$ cat src/rtl/add_seq_pkg.sv
// Shared types and sizing helpers for the chunked carry-propagate adder.
package add_seq_pkg;

  typedef enum logic [1:0] {IDLE, BUSY, DONE} state_t;

  function automatic int nchunk(input int width, input int chunk);
    return (width + chunk - 1) / chunk;
  endfunction

  // Width of the final, possibly partial, chunk.
  function automatic int last_chunk_bits(input int width, input int chunk);
    return width - (nchunk(width, chunk) - 1) * chunk;
  endfunction

endpackage

$ cat src/rtl/FullAdder.sv
// One-bit full adder cell.
module FullAdder (
  input  logic x,
  input  logic y,
  input  logic ci,
  output logic s,
  output logic co
);

  assign s  = x ^ y ^ ci;
  assign co = (x & y) | (ci & (x ^ y));

endmodule

$ cat src/rtl/chunk_adder.sv
// CHUNK-bit ripple adder built from a chain of FullAdder cells.
module chunk_adder #(
  parameter int CHUNK = 8
) (
  input  logic [CHUNK-1:0] x,
  input  logic [CHUNK-1:0] y,
  input  logic             ci,
  output logic [CHUNK-1:0] s,
  output logic             co
);

  logic [CHUNK:0] c;

  assign c[0] = ci;

  for (genvar i = 0; i < CHUNK; i++) begin : g_bit
    FullAdder u_fa (
      .x  (x[i]),
      .y  (y[i]),
      .ci (c[i]),
      .s  (s[i]),
      .co (c[i+1])
    );
  end

  assign co = c[CHUNK];

endmodule

$ cat src/rtl/add_seq_chunked.sv
// Multi-cycle add/subtract: one CHUNK-bit slice per cycle with a registered carry,
// valid/ready handshakes on operand and result sides.
module add_seq_chunked
  import add_seq_pkg::*;
#(
  parameter int WIDTH = 50,
  parameter int CHUNK = 8
) (
  input  logic             clk,
  input  logic             rst,
  input  logic             in_valid,
  output logic             in_ready,
  input  logic [WIDTH-1:0] a,
  input  logic [WIDTH-1:0] b,
  input  logic             sub,
  output logic             out_valid,
  input  logic             out_ready,
  output logic [WIDTH-1:0] sum,
  output logic             cout
);

  localparam int NCHUNK    = nchunk(WIDTH, CHUNK);
  localparam int LAST_BITS = last_chunk_bits(WIDTH, CHUNK);
  localparam int CW        = $clog2(NCHUNK + 1);

  localparam logic [WIDTH:0]   ONE_SH = (WIDTH+1)'(1) << CHUNK;
  localparam logic [WIDTH-1:0] CMASK  = WIDTH'(ONE_SH - 1'b1);

  state_t           state, state_nxt;
  logic [WIDTH-1:0] a_r, b_r, sum_r, sum_nxt;
  logic             carry, cout_r, cout_bit;
  logic [CW-1:0]    cnt;
  logic             accept, step, last;
  logic [CHUNK-1:0] x, y, s;
  logic             co;
  int               off;

  always_ff @(posedge clk or posedge rst) begin
    if (rst) state <= IDLE;
    else     state <= state_nxt;
  end

  always_comb begin
    state_nxt = state;
    in_ready  = 1'b0;
    out_valid = 1'b0;
    accept    = 1'b0;
    step      = 1'b0;
    case (state)
      IDLE: begin
        in_ready = ~rst;
        if (in_valid && !rst) begin
          accept    = 1'b1;
          state_nxt = BUSY;
        end
      end
      BUSY: begin
        step = 1'b1;
        if (last) state_nxt = DONE;
      end
      DONE: begin
        out_valid = 1'b1;
        if (out_ready) state_nxt = IDLE;
      end
      default: state_nxt = IDLE;
    endcase
  end

  assign last = (cnt == CW'(NCHUNK - 1));

  // Shifting past WIDTH zero-fills, which masks the unused top of the last chunk.
  always_comb begin
    off     = int'(cnt) * CHUNK;
    x       = CHUNK'(a_r >> off);
    y       = CHUNK'(b_r >> off);
    sum_nxt = (sum_r & ~(CMASK << off)) | (WIDTH'(s) << off);
  end

  chunk_adder #(.CHUNK(CHUNK)) u_add (
    .x  (x),
    .y  (y),
    .ci (carry),
    .s  (s),
    .co (co)
  );

  // With a partial last chunk, the carry out of bit WIDTH-1 lands in the first padded sum bit.
  if (LAST_BITS == CHUNK) begin : g_cout_full
    assign cout_bit = co;
  end else begin : g_cout_part
    assign cout_bit = s[LAST_BITS];
  end

  always_ff @(posedge clk or posedge rst) begin
    if (rst) begin
      a_r    <= '0;
      b_r    <= '0;
      sum_r  <= '0;
      carry  <= 1'b0;
      cout_r <= 1'b0;
      cnt    <= '0;
    end else begin
      if (accept) begin
        a_r   <= a;
        b_r   <= sub ? ~b : b;
        carry <= sub;
        cnt   <= '0;
      end
      if (step) begin
        sum_r <= sum_nxt;
        carry <= co;
        cnt   <= cnt + CW'(1);
        if (last) cout_r <= cout_bit;
      end
    end
  end

  assign sum  = sum_r;
  assign cout = cout_r;

endmodule

$ cat config.mk
export PLATFORM = sky130hd
export DESIGN_NAME = add_seq_chunked
export DESIGN_NICKNAME = d
export VERILOG_FILES = /design/src/rtl/add_seq_pkg.sv /design/src/rtl/FullAdder.sv /design/src/rtl/chunk_adder.sv /design/src/rtl/add_seq_chunked.sv
export SDC_FILE = /design/constraint.sdc
export NUM_CORES = 1
export LEC_CHECK = 0
export CAP_MARGIN = 20
export CORE_AREA = 5 5 128 130
export CTS_CLUSTER_SIZE = 10
export DETAILED_ROUTE_END_ITERATION = 10
export DIE_AREA = 0 0 133 135
export PLACE_DENSITY = 0.77
export SYNTH_ARGS = -nofsm -noshare
export SYNTH_HDL_FRONTEND = slang
export SYNTH_SLANG_ARGS = --single-unit
export TNS_END_PERCENT = 30
$ cat constraint.sdc
create_clock -name clk -period 12.77 [get_ports clk]
set_input_delay 2.554 -clock clk [delete_from_list [all_inputs] [get_ports clk]]
set_output_delay 2.554 -clock clk [all_outputs]
set_load 0.1 [all_outputs]
Word-level counts from Yosys, hierarchy flattened
Cells that the tools add are included.
{ "totals": {"ff_bits": 157, "elab_cells": 83, "inputBits": 105} }
{ "classes": {"mux": 14, "n_bitwise": 45, "reduce_logical": 6, "eq_ne": 6, "add_sub_neg": 1, "shifts": 4} }
{ "ops": {"columns": ["cell", "count"], "rows": [
  ["$not 50->50", 2],
  ["$shr 50x6->8", 2],
  ["$and 50x50->50", 1],
  ["$mux 50", 1],
  ["$or 50x50->50", 1],
  ["$shl 8x6->50", 1],
  ["$shl 8x6->50 const A", 1],
  ["$and 1x1->1", 16],
  ["$xor 1x1->1", 16],
  ["$or 1x1->1", 8],
  ["$mux 1", 7],
  ["$mux 2", 3],
  ["$mux 3", 2],
  ["$ne 2x2->1 const B", 3],
  ["$pmux 2 s3", 1],
  ["$add 3x1->3 const B", 1],
  ["$eq 3x3->1 const B", 1],
  ["$reduce_and 3->1", 1],
  ["$eq 2x1->1 const B", 1],
  ["$eq 2x2->1 const B", 1],
  ["$logic_not 2->1", 1],
  ["$reduce_and 2->1", 1],
  ["$reduce_bool 2->1", 1],
  ["$logic_and 1x1->1", 1],
  ["2 further kinds", 2]
]} }

Depth between registers and ports, before layout
{ "logic_depth": {"depth_word": 19, "ltp_mapped": 18} }

By module
Synthesis repeated with hierarchy kept, for this count alone.
{ "unflattened": {"cells_unflattened": 585, "hier_area_um2": 7355.8} }
{ "by_module_without_submodules": {"columns": ["module", "cells_per_inst", "n_inst", "seq_area_each_um2", "area_per_inst_um2"], "rows": [
  ["add_seq_chunked", 577, 1, 3928.8, 7195.7],
  ["FullAdder", 1, 8, 0.0, 20.0]
]} }

Worst setup path before layout
OpenSTA, ideal clock, no wires.
{ "synth_timing": {"kind": "in2out", "start": "in rst", "end": "out in_ready", "setup_slack_ns": 5.635, "t_arrival_ns": 4.581, "path_stages": 1, "path_buffers": 0, "path_cell_list": "nor3_1"} }
{ "synth_between": {"elab_chain_cells": 2} }
{ "synth_lines": {"columns": ["item", "line", "text"], "rows": [
  ["start, declared", "add_seq_chunked.sv:10", "input logic rst,"],
  ["$not 1->1", "add_seq_chunked.sv:51", "in_ready = ~rst;"],
  ["$mux 1", "add_seq_chunked.sv:49", "case (state)"],
  ["end, declared", "add_seq_chunked.sv:12", "output logic in_ready,"]
]} }
Every way passes these cells.

Worst setup path in the final report
Same ends and word-level chain as after synthesis.

==> results.py <==
metrics = {
    "setup_path": {
        "required_ps": 10220,
        "r2r_slack_ps": 7110,
        "reg2reg_to": "sum[39]$_DFFE_PP0P_",
        "cp-endpoint": "in_ready",
        "crit_buf_inv": 2,
        "start_kind": "input pin",
        "r2r-start": "cnt[1]$_DFFE_PP0P_",
        "cp_slowest_cell": "clkdlybuf4s50_1",
        "critical_path.startpoint": "rst",
        "cp_common_cell": "clkdlybuf4s50_1",
        "cpPeakStageDelay_ps": 1160,
        "end_kind": "output pin",
        "cpLargestDelayFamily": "buffers and inverters",
        "cp_data_arrival_time_ps": 4440,
        "r2r_cells": 17,
        "cp.depth": 3,
        "path_cells": "clkdlybuf4s50_1 -> nor3_1 -> clkdlybuf4s50_1",
        "path_max_fanout": 3,
        "crit_type": "input pin to output pin",
    },
    "layout": {
        "final_cell_mix": "dfrtp_1, clkdlybuf4s50_1, nor2_1, xnor2_1, a21oi_1",
        "seq_area_sq_um": 3930,
        "fillers": 1178,
        "multi_input_area_sq_um": 3130,
        "drive_above_1_share_pct": 8.07,
        "nets": 886,
        "finalInstanceArea_sq_um": 9610,
        "syn2layout_area_growth_pct": 31.2,
        "antennaDiodeCount": 0,
    },
    "grt": {
        "grt_antenna_before_repair": 0,
        "grt.total_usage_pct": 20.7,
        "grt_pass1_wl_um": 29300,
        "grt_overflow_total": 0,
        "grt_pass1_vias": 5552,
        "grt_max_degree": 109,
    },
    "timing": {
        "rsz0062_at_grt": "false",
        "finalHoldViolCount": 0,
        "tightestPinTransition_ps": 1010,
        "slew_viol_final": 0,
        "period_share_pct": 54.8,
        "timing.final.setup_violations": 0,
        "max_freq_mhz": 143,
        "min_period_ps": 6990,
        "clock_skew_ps": 8.77,
        "final.setup.tns_ps": 0,
        "relSlewSlack_pct": 32.3,
    },
    "logic_synthesis": {
        "ys_ff_latch": 157,
        "syn_nets": 745,
        "avgSynthCellArea_sq_um": 11.7,
        "yosysWarnings": 0,
        "ys_types": 41,
        "ys_seq_area_share_pct": 53.6,
        "netlist_area_sq_um": 7330,
        "syn_inst": 627,
    },
    "detailed_routing": {
        "wl_per_cell_um": 18.4,
        "routed_via_density": 5.44,
        "drc": 0,
        "via_count": 5270,
        "drtIter0Drc": 384,
        "drt-total-wl_um": 17800,
        "firstDrtPassIters": 5,
        "postRouteAntennaNets": 0,
    },
    "clock_network": {
        "numCtsBuffers": 17,
        "cts_hold_buffers": 0,
        "cts_setup_buffers": 0,
        "cts_tree": "yes",
        "clkTransAtPathRegs_ps": 60,
        "h-tree-depth": 4,
        "clock_latency_ps": 420,
        "cts.sinks": 157,
        "cts_resized": 0,
        "cts-root-buf": "clkbuf_16",
        "clockBufferDepth": 2,
    },
    "placement": {
        "io_buffer_count": 157,
        "placed_area_sq_um": 8950,
        "gp_congestion": 0.825,
        "dpl.hpwl_um": 12700,
    },
    "floorplanning": {
        "die_area_sq_um": 18000,
        "die_w_um": 133,
        "core_area_sq_um": 15000,
        "num_io_pins": 158,
        "rows": 45,
        "dieHeight_um": 135,
        "initial_core_util_pct": 48.7,
    },
    "min_path": {
        "holdPathStages": 2,
        "hold_path.startpoint": "sum[40]$_DFFE_PP0P_",
        "holdCritPathClass": "register to register",
    },
    "flow_run": {
        "max_cap_violations": 0,
    },
    "run_status": {
        "outcome": "finished, final reports clean",
    },
}
-- cells in the mapped netlist --
library cell    n  share of area [%]
o2bb2ai_1      26                3.1
and3_1          1              0.085
o21ai_0        25                1.7
a22o_1          6               0.72
or3_1           3               0.26
buf_6           4               0.61
o221ai_1        4               0.48
nor3_1          3               0.20
fa_1            8                2.2
nand4_1         2               0.17
nand3b_1        6               0.61
mux2i_1        40                5.5
inv_1          11               0.56
ha_1            5               0.85
a221o_1         1               0.14
nor2_1         67                3.4
o22ai_1         9               0.77
o22a_1          4               0.48
xnor2_1        50                6.0
mux2_2         18                2.8
nand2b_1        4               0.34
o211ai_1        4               0.41
nand3_1         2               0.14
nand3b_2        1               0.15
o31ai_1         1               0.10
nor4_1          1              0.085
buf_1           1              0.051
mux2_1         40                6.1
a21o_1          1               0.10
buf_4           3               0.31
nand2_1        25                1.3
buf_2          27                1.8
clkbuf_1        8               0.41
a21oi_1        50                3.4
nand4b_1        3               0.36
nor2b_1         2               0.17
and2_1          1              0.085
dfrtp_1       157                 54
nor4b_2         1               0.20
and2b_1         1               0.10
or2_2           1              0.085
-- cell families after synthesis --
kind of cell    after synthesis  synth area share, %
flops                       157                 53.6
compound gates              131                 11.4
simple gates                124                 7.77
mux                          98                 14.4
buf+inv                      54                 3.79
xor+xnor                     50                 5.98
fa+ha+maj                    13                 3.04
-- metrics by stage --
stage	instances	setup slack (ps)	util (%)	hold WS (ps)
after floorplan	627	5630	-	452
after detailed placement	935	5780	59.6	469
final	969	5780	63.9	481
after global placement	935	5780	59.6	462
after CTS	967	5780	63.6	484
after global routing	969	5710	63.9	504
-- layer usage --
metal	global-route usage, %	share of wire (%)
met1	26.4	42
met5	0	0
met4	7.33	2.0
met3	4.88	6.5
met2	34.5	50
-- worst register-to-register path: stages, from the launching register on --
cell      delay, ps
dfrtp_2         760
buf_4           500
mux2i_1         130
o211ai_1        180
o221ai_1        160
fa_1            450
fa_1            480
fa_1            460
fa_1            460
fa_1            430
inv_1            90
fa_1            170
inv_1            60
fa_1            410
inv_1            90
fa_1            480
inv_1           140
o21ai_0         100
-- area by class of cell --
| type | count | share of cell area, % |
|---|---|---|
| Inverter | 11 | 0.482 |
| Timing Repair Buffer | 165 | 17.3 |
| Multi-Input combinational cell | 416 | 32.6 |
| Sequential cell | 157 | 40.9 |
| Clock buffer | 21 | 4.90 |
| Tap cell | 188 | 2.45 |
| Clock inverter | 11 | 1.38 |
-- state kept, by name, indices dropped and copies added (netlist names) --
name   count
cout       1
a_r       50
sum       50
state      2
cnt        3
b_r       50
carry      1
-- how the worst min path moves through the flow --
stage                          end
2_1_floorplan  a_r[16]$_DFFE_PP0P_
3_3_place_gp   sum[44]$_DFFE_PP0P_
3_5_place_dp   sum[40]$_DFFE_PP0P_
4_1_cts        sum[40]$_DFFE_PP0P_
5_1_grt         a_r[7]$_DFFE_PP0P_
6_report       sum[40]$_DFFE_PP0P_
Power is not shown: default switching activity piles up to over one toggle a cycle in this logic, so the estimate is an artifact.
